--- src/rtl/decode_pkg.sv ---
// LEGv8 decode constants, control bundle and ALU-op encoding shared by
// the ID stage, its decoder and its interface.
package decode_pkg;

   localparam logic [10:0] OP_ADD  = 11'b10001011000;
   localparam logic [10:0] OP_SUB  = 11'b11001011000;
   localparam logic [10:0] OP_AND  = 11'b10001010000;
   localparam logic [10:0] OP_ORR  = 11'b10101010000;
   localparam logic [10:0] OP_LDUR = 11'b11111000010;
   localparam logic [10:0] OP_STUR = 11'b11111000000;
   localparam logic [9:0]  OP_ADDI = 10'b1001000100;
   localparam logic [9:0]  OP_SUBI = 10'b1101000100;
   localparam logic [7:0]  OP_CBZ  = 8'b10110100;
   localparam logic [5:0]  OP_B    = 6'b000101;

   localparam logic [4:0]  XZR     = 5'd31;

   typedef enum logic [1:0] {
      ALU_MEM   = 2'b00,
      ALU_CBZ   = 2'b01,
      ALU_RTYPE = 2'b10
   } alu_op_t;

   typedef struct packed {
      logic    reg_write;
      logic    mem_read;
      logic    mem_write;
      logic    mem_to_reg;
      logic    alu_src;
      logic    branch;
      logic    uncond_branch;
      alu_op_t alu_op;
   } ctrl_t;

endpackage

--- src/rtl/id_stage_if.sv ---
// Fetch->decode and decode->execute handshakes of the ID stage.
// slave is the ID stage's view; master is the surrounding pipeline's view.
interface id_stage_if #(
   parameter int WORD = 64,
   parameter int PC_W = 64
);
   import decode_pkg::*;

   logic            in_valid;
   logic            in_ready;
   logic [31:0]     in_instr;
   logic [PC_W-1:0] in_pc;

   logic            out_valid;
   logic            out_ready;
   logic [PC_W-1:0] out_pc;
   logic [WORD-1:0] out_a;
   logic [WORD-1:0] out_b;
   logic [WORD-1:0] out_imm;
   logic [4:0]      out_rd;
   ctrl_t           out_ctrl;
   logic            illegal_instr;

   modport slave (
      input  in_valid, in_instr, in_pc, out_ready,
      output in_ready, out_valid, out_pc, out_a, out_b, out_imm,
             out_rd, out_ctrl, illegal_instr
   );

   modport master (
      output in_valid, in_instr, in_pc, out_ready,
      input  in_ready, out_valid, out_pc, out_a, out_b, out_imm,
             out_rd, out_ctrl, illegal_instr
   );

endinterface

--- src/rtl/instr_decoder.sv ---
// Combinational LEGv8 decoder: instruction word -> control, immediate,
// register-2 source select and operand-usage flags for hazard detection.
module instr_decoder
   import decode_pkg::*;
#(
   parameter int WORD = 64
) (
   input  logic [31:0]     instr,
   output ctrl_t           ctrl,
   output logic            reg2loc,
   output logic            use_rr2,
   output logic [WORD-1:0] imm,
   output logic            illegal
);

   always_comb begin
      ctrl    = '0;
      reg2loc = 1'b0;
      use_rr2 = 1'b0;
      imm     = '0;
      illegal = 1'b0;

      if (instr[31:21] == OP_ADD || instr[31:21] == OP_SUB ||
          instr[31:21] == OP_AND || instr[31:21] == OP_ORR) begin
         ctrl.reg_write = 1'b1;
         ctrl.alu_op    = ALU_RTYPE;
         use_rr2        = 1'b1;
      end else if (instr[31:22] == OP_ADDI || instr[31:22] == OP_SUBI) begin
         // Immediate arithmetic lets EX pick the function from the opcode.
         ctrl.reg_write = 1'b1;
         ctrl.alu_src   = 1'b1;
         ctrl.alu_op    = ALU_RTYPE;
         imm            = {{(WORD-12){1'b0}}, instr[21:10]};
      end else if (instr[31:21] == OP_LDUR) begin
         ctrl.reg_write  = 1'b1;
         ctrl.mem_read   = 1'b1;
         ctrl.mem_to_reg = 1'b1;
         ctrl.alu_src    = 1'b1;
         ctrl.alu_op     = ALU_MEM;
         imm             = {{(WORD-9){instr[20]}}, instr[20:12]};
      end else if (instr[31:21] == OP_STUR) begin
         ctrl.mem_write = 1'b1;
         ctrl.alu_src   = 1'b1;
         ctrl.alu_op    = ALU_MEM;
         reg2loc        = 1'b1;
         use_rr2        = 1'b1;
         imm            = {{(WORD-9){instr[20]}}, instr[20:12]};
      end else if (instr[31:24] == OP_CBZ) begin
         ctrl.branch = 1'b1;
         ctrl.alu_op = ALU_CBZ;
         reg2loc     = 1'b1;
         use_rr2     = 1'b1;
         imm         = {{(WORD-19){instr[23]}}, instr[23:5]};
      end else if (instr[31:26] == OP_B) begin
         ctrl.uncond_branch = 1'b1;
         imm                = {{(WORD-26){instr[25]}}, instr[25:0]};
      end else begin
         illegal = 1'b1;
      end
   end

endmodule

--- src/rtl/id_stage.sv ---
// LEGv8 decode stage: IF/ID slot, regfile addressing, load-use bubble,
// branch flush and the registered ID/EX hand-off to execute.
module id_stage
   import decode_pkg::*;
#(
   parameter int WORD = 64,
   parameter int PC_W = 64
) (
   input  logic            clk,
   input  logic            rst_n,
   input  logic            flush,
   output logic [4:0]      read_register1,
   output logic [4:0]      read_register2,
   input  logic [WORD-1:0] read_data1,
   input  logic [WORD-1:0] read_data2,
   id_stage_if.slave       bus
);

   logic            slot_valid_reg;
   logic [31:0]     slot_instr_reg;
   logic [PC_W-1:0] slot_pc_reg;

   logic            out_valid_reg;
   logic [PC_W-1:0] out_pc_reg;
   logic [WORD-1:0] out_a_reg;
   logic [WORD-1:0] out_b_reg;
   logic [WORD-1:0] out_imm_reg;
   logic [4:0]      out_rd_reg;
   ctrl_t           out_ctrl_reg;
   logic            illegal_reg;

   // Destination of a load issued on the previous edge, if any.
   logic            ld_valid_reg;
   logic [4:0]      ld_rt_reg;

   ctrl_t           dec_ctrl;
   logic            dec_reg2loc;
   logic            dec_use_rr2;
   logic [WORD-1:0] dec_imm;
   logic            dec_illegal;

   logic            hazard;
   logic            issue;
   logic            accept;

   instr_decoder #(.WORD(WORD)) u_dec (
      .instr   (slot_instr_reg),
      .ctrl    (dec_ctrl),
      .reg2loc (dec_reg2loc),
      .use_rr2 (dec_use_rr2),
      .imm     (dec_imm),
      .illegal (dec_illegal)
   );

   assign read_register1 = slot_instr_reg[9:5];
   assign read_register2 = dec_reg2loc ? slot_instr_reg[4:0] : slot_instr_reg[20:16];

   // Rn is always compared; the second port only when that operand is consumed.
   assign hazard = ld_valid_reg &&
                   ((ld_rt_reg == read_register1) ||
                    (dec_use_rr2 && (ld_rt_reg == read_register2)));

   assign issue  = slot_valid_reg && !hazard && !flush &&
                   (!out_valid_reg || bus.out_ready);
   assign accept = bus.in_valid && bus.in_ready && !flush;

   assign bus.in_ready      = !slot_valid_reg || issue;
   assign bus.out_valid     = out_valid_reg;
   assign bus.out_pc        = out_pc_reg;
   assign bus.out_a         = out_a_reg;
   assign bus.out_b         = out_b_reg;
   assign bus.out_imm       = out_imm_reg;
   assign bus.out_rd        = out_rd_reg;
   assign bus.out_ctrl      = out_ctrl_reg;
   assign bus.illegal_instr = illegal_reg;

   always_ff @(posedge clk or negedge rst_n) begin
      if (!rst_n) begin
         slot_valid_reg <= 1'b0;
         slot_instr_reg <= '0;
         slot_pc_reg    <= '0;
         out_valid_reg  <= 1'b0;
         out_pc_reg     <= '0;
         out_a_reg      <= '0;
         out_b_reg      <= '0;
         out_imm_reg    <= '0;
         out_rd_reg     <= '0;
         out_ctrl_reg   <= '0;
         illegal_reg    <= 1'b0;
         ld_valid_reg   <= 1'b0;
         ld_rt_reg      <= '0;
      end else if (flush) begin
         slot_valid_reg <= 1'b0;
         out_valid_reg  <= 1'b0;
         illegal_reg    <= 1'b0;
         ld_valid_reg   <= 1'b0;
      end else begin
         if (accept) begin
            slot_valid_reg <= 1'b1;
            slot_instr_reg <= bus.in_instr;
            slot_pc_reg    <= bus.in_pc;
         end else if (issue) begin
            slot_valid_reg <= 1'b0;
         end

         if (issue) begin
            out_valid_reg <= 1'b1;
            out_pc_reg    <= slot_pc_reg;
            out_a_reg     <= read_data1;
            out_b_reg     <= read_data2;
            out_imm_reg   <= dec_imm;
            out_rd_reg    <= slot_instr_reg[4:0];
            out_ctrl_reg  <= dec_ctrl;
         end else if (out_valid_reg && bus.out_ready) begin
            out_valid_reg <= 1'b0;
         end

         illegal_reg  <= issue && dec_illegal;
         ld_valid_reg <= issue && dec_ctrl.mem_read && (slot_instr_reg[4:0] != XZR);
         ld_rt_reg    <= slot_instr_reg[4:0];
      end
   end

endmodule

--- src/flat_wrapper.sv ---
// flat-port wrapper written by rule: the top's interface ports become plain ports
module id_stage_flat import decode_pkg::*;
#(
   parameter int WORD = 64,
   parameter int PC_W = 64
)
  (clk, rst_n, flush, read_register1, read_register2, read_data1, read_data2, bus_in_valid, bus_in_instr, bus_in_pc, bus_out_ready, bus_in_ready, bus_out_valid, bus_out_pc, bus_out_a, bus_out_b, bus_out_imm, bus_out_rd, bus_out_ctrl, bus_illegal_instr);
  id_stage_if #(.WORD(WORD), .PC_W(PC_W)) bus_i ();
  input  logic clk;
  input  logic rst_n;
  input  logic flush;
  output logic [4:0] read_register1;
  output logic [4:0] read_register2;
  input  logic [WORD-1:0] read_data1;
  input  logic [WORD-1:0] read_data2;
  input wire logic [$bits(bus_i.in_valid)-1:0] bus_in_valid;
  input wire logic [$bits(bus_i.in_instr)-1:0] bus_in_instr;
  input wire logic [$bits(bus_i.in_pc)-1:0] bus_in_pc;
  input wire logic [$bits(bus_i.out_ready)-1:0] bus_out_ready;
  output wire logic [$bits(bus_i.in_ready)-1:0] bus_in_ready;
  output wire logic [$bits(bus_i.out_valid)-1:0] bus_out_valid;
  output wire logic [$bits(bus_i.out_pc)-1:0] bus_out_pc;
  output wire logic [$bits(bus_i.out_a)-1:0] bus_out_a;
  output wire logic [$bits(bus_i.out_b)-1:0] bus_out_b;
  output wire logic [$bits(bus_i.out_imm)-1:0] bus_out_imm;
  output wire logic [$bits(bus_i.out_rd)-1:0] bus_out_rd;
  output wire logic [$bits(bus_i.out_ctrl)-1:0] bus_out_ctrl;
  output wire logic [$bits(bus_i.illegal_instr)-1:0] bus_illegal_instr;
  assign bus_i.in_valid = bus_in_valid;
  assign bus_i.in_instr = bus_in_instr;
  assign bus_i.in_pc = bus_in_pc;
  assign bus_i.out_ready = bus_out_ready;
  assign bus_in_ready = bus_i.in_ready;
  assign bus_out_valid = bus_i.out_valid;
  assign bus_out_pc = bus_i.out_pc;
  assign bus_out_a = bus_i.out_a;
  assign bus_out_b = bus_i.out_b;
  assign bus_out_imm = bus_i.out_imm;
  assign bus_out_rd = bus_i.out_rd;
  assign bus_out_ctrl = bus_i.out_ctrl;
  assign bus_illegal_instr = bus_i.illegal_instr;
  id_stage #(.WORD(WORD), .PC_W(PC_W)) u_core (.clk(clk), .rst_n(rst_n), .flush(flush), .read_register1(read_register1), .read_register2(read_register2), .read_data1(read_data1), .read_data2(read_data2), .bus(bus_i));
endmodule
--- config.mk ---
export PLATFORM = sky130hd
export DESIGN_NAME = id_stage_flat
export DESIGN_NICKNAME = d
export VERILOG_FILES = /design/src/rtl/decode_pkg.sv /design/src/rtl/id_stage_if.sv /design/src/rtl/instr_decoder.sv /design/src/rtl/id_stage.sv /design/src/flat_wrapper.sv
export SDC_FILE = /design/constraint.sdc
export NUM_CORES = 1
export LEC_CHECK = 0
export ABC_AREA = 1
export CELL_PAD_IN_SITES_DETAIL_PLACEMENT = 1
export CELL_PAD_IN_SITES_GLOBAL_PLACEMENT = 1
export CORE_MARGIN = 2
export CORE_UTILIZATION = 30
export CTS_CLUSTER_SIZE = 25
export DETAILED_ROUTE_END_ITERATION = 8
export HOLD_SLACK_MARGIN = 0.06
export PLACE_DENSITY_LB_ADDON = 0.1
export SYNTH_ARGS = -nofsm -noshare
export SYNTH_HDL_FRONTEND = slang
export SYNTH_SLANG_ARGS = --single-unit
--- constraint.sdc ---
create_clock -name clk -period 3.4 [get_ports clk]
set_clock_uncertainty 0.1 [all_clocks]
set_input_delay 0.85 -clock clk [delete_from_list [all_inputs] [get_ports clk]]
set_output_delay 0.85 -clock clk [all_outputs]
set_load 0.01 [all_outputs]
# == Word-level counts from Yosys, hierarchy flattened ==
# Index checks and enable logic that the tools add are counted.
# totals
regBits,375
out_inout_bits,283
# op_classes
reduce_logical,26
mux,47
eq_ne,13
bitwise_logic,1
# ops
cell,count
$mux 64,6
$eq 11x11->1 const B,6
$mux 1,32
$eq 10x10->1 const B,2
$mux 2,6
$logic_and 1x1->1,11
$eq 5x5->1,2
$eq 8x8->1 const B,1
$logic_or 1x1->1,7
$eq 6x3->1 const B,1
$mux 6,1
$reduce_bool 3->1,2
$mux 5,1
$ne 5x5->1 const B,1
$logic_not 1->1,4
$reduce_and 2->1,2
$mux 3,1
$not 1->1,1

# == Depth between registers and ports, before layout ==
# Gate-level depths: netlist of the first run.
# logic_depth
depth_word,20
mapped_depth,20
mapped_depth_nobuf,18

# == Hierarchy ==
# From an unflattened synthesis of the first run, not the netlist that was laid out.
# hier_totals
cells_unflattened,1900
hier_area_um2,15801.4
# by_module_without_submodules
mod,n_inst,cells_each,area_per_inst_um2
id_stage,1,1654,14542.7
instr_decoder,1,246,1258.7

# == Worst setup path after synthesis of the first run ==
# No wires, ideal clock.
# synth_timing
path_kind,reg-to-output
start,reg u_core.slot_instr_reg[24]
end,out bus_in_ready
arrival_ps,1852
stages_incl_launch_ff,16
path_buffers,2
required_time_ps,2450
setup_slack_ps,598
path_cell_list,dfrtp_1 inv_1 nand2_1 nor2_1 nand3_2 buf_2 nand3_1 nand2_1 nor2_1 nor2_1 nand3_1 nand2_1 nand2_1 nand3_4 nand2_4 buf_2
# synth_between
elab_chain_cells,16
# synth_lines
item,line,source
"start, declared",id_stage.sv:20,logic [31:0] slot_instr_reg;
"start signal, assigned",id_stage.sv:100,slot_instr_reg <= bus.in_instr;
$eq 8x8->1,instr_decoder.sv:48,end else if (instr[31:24] == OP_CBZ) begin
$mux 1,instr_decoder.sv:48,
$mux 1,instr_decoder.sv:41,end else if (instr[31:21] == OP_STUR) begin
$mux 1,instr_decoder.sv:34,end else if (instr[31:21] == OP_LDUR) begin
$mux 1,instr_decoder.sv:28,end else if (instr[31:22] == OP_ADDI || instr[31:22] == OP_SUBI) begin
$mux 1 *,instr_decoder.sv:23,if (instr[31:21] == OP_ADD || instr[31:21] == OP_SUB ||
$mux 5 *,id_stage.sv:56,assign read_register2 = dec_reg2loc ? slot_instr_reg[4:0] : slot_instr_reg[20:16];
via read_register2[1],flat_wrapper.sv:13,output logic [4:0] read_register2;
$eq 5x5->1 *,id_stage.sv:61,(dec_use_rr2 && (ld_rt_reg == read_register2)));
$logic_and 1x1->1 *,id_stage.sv:61,
$logic_or 1x1->1 *,id_stage.sv:60,((ld_rt_reg == read_register1) ||
$logic_and 1x1->1 *,id_stage.sv:59,assign hazard = ld_valid_reg &&
$logic_not 1->1 *,id_stage.sv:63,assign issue = slot_valid_reg && !hazard && !flush &&
$logic_and 1x1->1 * (3 in series),id_stage.sv:63,
$logic_or 1x1->1 *,id_stage.sv:67,assign bus.in_ready = !slot_valid_reg || issue;
"end, declared",flat_wrapper.sv:20,output wire logic [$bits(bus_i.in_ready)-1:0] bus_in_ready;
# The timed path passes the listed nets; every way through them passes the cells marked *.

# == Worst setup path after layout of the first run ==
# layout_timing
start,reg u_core.slot_instr_reg[31]
end,out bus_in_ready
# layout_between
elab_chain_cells,16
# layout_lines
item,line
$eq 8x8->1,instr_decoder.sv:48
$mux 1,instr_decoder.sv:48
$mux 1,instr_decoder.sv:41
$mux 1,instr_decoder.sv:34
$mux 1,instr_decoder.sv:28
$mux 1,instr_decoder.sv:23
$mux 5,id_stage.sv:56
$eq 5x5->1,id_stage.sv:61
$logic_and 1x1->1 *,id_stage.sv:61
$logic_or 1x1->1 *,id_stage.sv:60
$logic_and 1x1->1 *,id_stage.sv:59
$logic_not 1->1 *,id_stage.sv:63
$logic_and 1x1->1 * (3 in series),id_stage.sv:63
$logic_or 1x1->1 *,id_stage.sv:67
# Every way passes the cells marked *; elsewhere a longest branch is shown, timed or not.

==> results of run 1 <==
-- stage by stage --
| stage | utilization, % | hold WS (ns) |
|---|---|---|
| 2_1_floorplan | - | 0.3419 |
| 3_3_place_gp | 42.21 | 0.3497 |
| 3_5_place_dp | 42.21 | 0.3586 |
| 4_1_cts | 45.58 | 0.1607 |
| 5_1_grt | 45.88 | 0.1935 |
| 6_report | 45.90 | 0.1638 |
-- path summary, 6_finish.rpt --
check	from	end	slack, ns	depth (start not counted)
max	u_core.slot_instr_reg[31]	bus_in_ready	0.04	14
min	rst_n	u_core.slot_pc_reg[19]	0.16	1
max reg2reg	u_core.slot_instr_reg[31]	u_core.bus.out_b[41]	0.29	16
min reg2reg	u_core.slot_pc_reg[52]	u_core.bus.out_pc[52]	0.37	2
max in group asynchronous	rst_n	u_core.slot_instr_reg[31]	2.19	3
min in group clk	u_core.slot_pc_reg[52]	u_core.bus.out_pc[52]	0.37	2
-- power groups by stage --
stage	combinational [mW]	clock, mW	sequential [mW]
after floorplan	0.899	0	5.37
final	3.08	4.47	5.16
after detailed placement	3.06	0	5.21
after global routing	3.38	4.80	5.25
after global placement	3.03	0	5.19
after CTS	3.10	4.63	5.16
-- kinds of logic (layout without fill, tap and decap cells) --
logic type | Yosys count | count (layout) | synth area share [%]
other cells | 0 | 5 | 0
compound gates | 103 | 103 | 4.178
simple gates | 1020 | 1021 | 28.87
buf+inv | 180 | 691 | 6.814
flops | 335 | 335 | 60.07
xor+xnor | 1 | 1 | 0.06277
-- cells in the final DEF (no fill, tap or decap), types with 6 or more instances in the layout --
cell,count
inv_1,38
clkbuf_16,43
nor2_1,24
nand2_4,8
clkinv_2,12
buf_6,6
nand3_1,113
clkbuf_8,12
buf_12,10
o21ai_0,63
a21oi_1,11
clkdlybuf4s50_1,508
a221oi_1,10
nor2_4,6
nand2_1,848
inv_2,6
dfrtp_1,334
buf_4,43
nand2_2,8
o22ai_1,15
-- critical path, stage by stage (launching register included) --
cell and delay (ns):
dfrtp_1 0.41, inv_1 0.10, nor2_1 0.15, nand3_1 0.08
o21ai_0 0.23, nand2_1 0.14, nand2_1 0.08, nand2_1 0.05
nor2_1 0.12, nand3_1 0.10, nand2_1 0.09, nand2_2 0.07
nand3_4 0.07, nand2_4 0.05, buf_6 0.13
-- timing repair --
action                                  CTS  global route
cloned                                    3             0
hold endpoints to repair                  0             0
resized for setup                        25            26
pin swaps                                 9            13
setup buffers                             8             5
endpoints found under the setup margin    2           170
-- metal layers --
| metal | wire length, µm | share of wire, % | vias to the layer above |
|---|---|---|---|
| li1 | - | - | 6069 |
| met1 | 22130 | 42 | 6183 |
| met2 | 24480 | 46 | 370 |
| met5 | 73 | 0.14 | - |
| met3 | 4619 | 8.8 | 94 |
| met4 | 1483 | 2.8 | 12 |
-- layout make-up --
cell class,count,share of cell area (%)
clock inverters,16,0.6482
multi-input cells,1125,22.47
inverters,45,0.8190
well taps,607,3.577
clock buffers,60,5.934
flip-flops and latches,335,39.49
diodes,5,0.05892
repair buffers,570,27.01
==> impl_results.md, run 1 <==
* Synth Warn # at 0
* Max Root-Sink Buffers at 3
* Max Slew Vio Count at 0
* Final setup vio count at 0
* WS Path Type: reg -> out
* Clock Latency Late Sink at 0.55 ns
* Power per Cell Area at 598.1 nW/µm²
* P_int at 9.000 mW
* Routed WL at 52,790 µm
* Met1 Resource Use GR at 27.07%
* Final HPWL DP at 37,430 µm
* Maximum vdd drop at 0.3698 mV
* Antenna violations before repair at 8
* CTS H-tree lvls at 2
* Placed Cells at 2,666
* Status: finished, final reports clean
* Row count at 79
* Reg clk slew, reported paths at 0.06 ns
* DIE AREA at 48,260 µm²
* Drt drc at 0
* Worst min path class: in -> async
* Most common cell in the synthesized netlist: nand2_1
* Synth top area share at 60.07%
* Most common library cells after synthesis: nand2_1 (859), dfrtp_1 (335), nand3_1 (118), o21ai_0 (63), buf_4 (53)
* Num CTS Buffers at 41
* Gr ovfl total at 0
* CTS tree: yes
* Synthesized area at 13,950 µm²
* Post-synth top flop: dfrtp_1
* Area contributors post-synth: dfrtp_1 (60%), nand2_1 (23%), nand3_1 (4.2%)
* Drt pass-1 iters at 7
* WP data required at 2.45 ns
* Vias/cell at 4.607
* Core area at 46,260 µm²
* RSZ-0062 raised after global routing: true
* Post-synthesis sequential area ratio at 60.07%
* Crit path DAT at 2.41 ns
* Max Cap Viol at 0
* Fraction of layout cells with a size suffix above 1 at 7.903%
* First-pass GRT wire length at 79,320 µm
* Pre-CTS WS at 0.03992 ns
* Number of synthesized flops with an enable pin at 0
* GR Util All Layers at 21.50%
* Die height at 219.7 µm
* Clock share of power at 35.2%
* Fmax at 297.8 MHz
* Setup TNS at 0 ns
* Routed wire per std cell at 19.11 µm
* Crit-path max FO at 4
* Overall power at 12.70 mW
* Final instance area at 21,230 µm²
* Final cell count without fillers at 2,763
* Clock sink count at 335
* Net Switching at 3.699 mW
* Cell Area, Placed at 19,530 µm²
* Synth Register Bits at 335
* Hold Buf Count CTS at 0
* Final Wtd Congestion at 0.9055
* Most used routing layer in global routing: met2
* Via count at 12,730
* Port bufs at 511
* Vias in the first global route at 13,110
* Met3 Usage GRT at 7.260%
* Syn-to-layout area delta at 52.17%
* CP Launch Type: flop
* FFs w/ async S/R, synth at 100.0%
* Yosys top cell by area: dfrtp_1
* Post-route minimum period at 3.358 ns
* Switching share of total power at 29.13%
* Initial Utilization at 30.17%
* Least-Margin Pin Slew at 1.018 ns
* Register share of total power at 40.6%
* Critical Path Sink Type: output pin
* Period utilisation layout at 98.75%
* Mapped Nets at 1,868
* Clock root buffer: clkbuf_16
* Die W at 219.7 µm
* Sequential cell area at 8384 µm²
* I/O Pins at 512
* Synthesized instance count at 1,639
* M2 GR Usage at 34.61%
* Final worst slack at 0.04235 ns
* Final nets at 2,347
* LEAKAGE at 10.34 nW
* Final Hold Viols at 0
* Mean post-synth cell area at 8.514 µm²
* Fillcell total at 5,338
* Combinational share of power at 24.2%
* 1st-iter DRT viols at 724
* ANT nets after route at 0
* Cell variety after synth at 29
* Largest net degree at the start of global routing at 109
* Footprint of the multi-input gates at 4771 µm²
* Worst slew margin at 32.11%
Note: power is estimated with default switching activity, not from simulation.
==> run 2, diff against run 1 <==
--- a/config.mk
+++ b/config.mk
@@ -9,7 +9,7 @@
 export CELL_PAD_IN_SITES_DETAIL_PLACEMENT = 1
 export CELL_PAD_IN_SITES_GLOBAL_PLACEMENT = 1
 export CORE_MARGIN = 2
-export CORE_UTILIZATION = 30
+export CORE_UTILIZATION = 29
 export CTS_CLUSTER_SIZE = 25
 export DETAILED_ROUTE_END_ITERATION = 8
 export HOLD_SLACK_MARGIN = 0.06
==> constraint.sdc (replaced) <==
create_clock -name clk -period 2.7 [get_ports clk]
set_clock_uncertainty 0.1 [all_clocks]
set_input_delay 0.675 -clock clk [delete_from_list [all_inputs] [get_ports clk]]
set_output_delay 0.675 -clock clk [all_outputs]
set_load 0.01 [all_outputs]
==> run 2 against run 1 <==
  * The flow now finishes with violations (negative setup slack)
  * Count of clock-buffer cells in the layout stayed put
  * First-iteration DRC count down 5.1%
  * Combinational power grew 33%
  * Via count up 2.9%
  * Worst hold slack improved by 0.20 ns
  * Design area increased by 4.9%
  * Flip-flop and latch count is the same
  * Setup slack worse by 0.56 ns
  * Routed wire length rose by 11%
  * Highest routed layer unchanged
==> impl_results.md, run 2 (same netlist as run 1, synthesis figures left out) <==
* Status: finished, violations left
* Failing checks: negative setup slack
* Reg clk slew, reported paths at 0.06 ns
* ANT nets after route at 0
* Setup TNS at -2.446 ns
* Antenna violations before repair at 10
* Post-route minimum period at 3.223 ns
* Final setup vio count at 93
* Max Root-Sink Buffers at 3
* Worst slew margin at 64.82%
* Vias in the first global route at 13,520
* CTS tree: yes
* Drt pass-1 iters at 4
* Final HPWL DP at 39,490 µm
* Least-Margin Pin Slew at 0.5271 ns
* Syn-to-layout area delta at 59.64%
* Core area at 47,650 µm²
* GR Util All Layers at 21.99%
* Commonest non-fill, non-tap cell in the layout: nand2_1
* WP data required at 1.92 ns
* WS Path Type: reg -> out
* Period utilisation layout at 119.4%
* Placed Cells at 2,703
* LEAKAGE at 10.83 nW
* Initial Utilization at 29.29%
* Final worst slack at -0.5226 ns
* RSZ-0062 raised after global routing: true
* Max Cap Viol at 0
* Die height at 223.4 µm
* Final Wtd Congestion at 0.8424
* Via count at 13,100
* Final nets at 2,406
* Final cell count without fillers at 2,819
* Final Hold Viols at 0
* I/O Pins at 512
* Max Slew Vio Count at 0
* Worst min path class: reg -> reg
* DIE AREA at 49,890 µm²
* First-pass GRT wire length at 83,940 µm
* Routed WL at 58,580 µm
* Vias/cell at 4.647
* Drt drc at 0
* Fmax at 310.3 MHz
* Die W at 223.4 µm
* Clock sink count at 335
* CTS H-tree lvls at 2
* Power per Cell Area at 718.5 nW/µm²
* Gr ovfl total at 0
* Largest net degree at the start of global routing at 68
* Clock root buffer: clkbuf_16
* Hold slack at 0.3640 ns
* Maximum vdd drop at 0.3916 mV
* Routed wire per std cell at 20.78 µm
* Core Util, Final at 46.76%
* Fraction of layout cells with a size suffix above 1 at 11.17%
* Crit-path max FO at 5
* Critical Path Sink Type: output pin
* CP Launch Type: flop
* Port bufs at 511
* Num CTS Buffers at 41
* Most frequent cells in the layout: nand2_1 (836), clkdlybuf4s50_1 (504), dfrtp_1 (334)
* Row count at 80
* 1st-iter DRT viols at 687
* Clock Latency Late Sink at 0.57 ns
* Crit path DAT at 2.45 ns
run 2: cell count changes in the layout (fill, tap and decap cells not counted), moves of 5 or more:
cell / previous run / this run
nor2_1: 24 / 19
buf_12: 10 / 20
clkbuf_16: 43 / 57
buf_16: 0 / 7
nand2_2: 8 / 21
nand3_2: 5 / 11
nand2_1: 848 / 836
nand3_1: 113 / 106
nor2_2: 0 / 5
clkinv_2: 12 / 5
buf_4: 43 / 60
run 2: timing repair:
action / 4_1_cts / 5_1_grt
setup buffers: 11 / 13
hold endpoints to repair: 42 / 0
hold buffers: 1 / 0
cloned: 6 / 20
pin swaps: 13 / 20
gates resized for setup: 63 / 61
setup endpoints to repair: 163 / 339
run 2: report_power, final:
| group | switching [mW] | internal, mW | leakage [nW] |
|---|---|---|---|
| registers | 0.653 | 5.91 | 4.24 |
| clock network | 2.20 | 3.14 | 0.633 |
| logic | 1.93 | 2.17 | 5.95 |
run 2: cell type report:
type,count,area (µm²)
Timing Repair inverter,2,22.52
Clock inverter,8,50.05
Clock buffer,60,1230
Multi-Input combinational cell,1125,4872
Sequential cell,335,8384
Antenna cell,2,5.005
Tap cell,615,769.5
Inverter,45,195.2
Fill cell,5484,25370
Timing Repair Buffer,627,6749
run 2: through the flow:
stage	cell area (µm²)	setup slack (ns)	total power, mW
global placement	19880	0.01287	10.41
finish	22280	-0.5226	16.01
floorplan	13950	0.07279	7.895
detailed placement	19880	-0.04709	10.50
global route	22280	-0.6749	16.82
CTS	21510	-0.5147	16.03
run 2: worst paths after layout:
kind,cells after the start,end,from,slack [ns]
max,15,bus_in_ready,u_core.slot_instr_reg[26],-0.52
min,2,u_core.bus.out_pc[16],u_core.slot_pc_reg[16],0.36
max reg2reg,20,u_core.bus.out_a[60],u_core.slot_instr_reg[26],-0.04
min reg2reg,2,u_core.bus.out_pc[16],u_core.slot_pc_reg[16],0.36
max in group asynchronous,3,u_core.bus.out_a[47],rst_n,1.20
min in group asynchronous,2,u_core.slot_pc_reg[14],rst_n,0.53
run 2: worst max-delay path, stage by stage (launching register included):
cell and delay [ns]:
dfrtp_1 0.42, inv_1 0.09, nand2_2 0.07, nor2_4 0.14, nand3_4 0.17, buf_6 0.19
nand3_2 0.06, nand2_2 0.07, nor2_2 0.11, nor2_2 0.05, nand3_2 0.07, nand2_2 0.05
nand2_2 0.08, nand3_4 0.08, nand2_4 0.09, buf_12 0.11
run 2: per-layer routing:
layer  GRT usage (%)  vias to the layer above  part of all wire, %
met4           6.602                       16                  2.2
met3           5.966                       81                  6.4
met2           36.56                      396                   48
met1           28.01                     6439                   43
li1                -                     6167                    -
met5               0                        -                 0.18
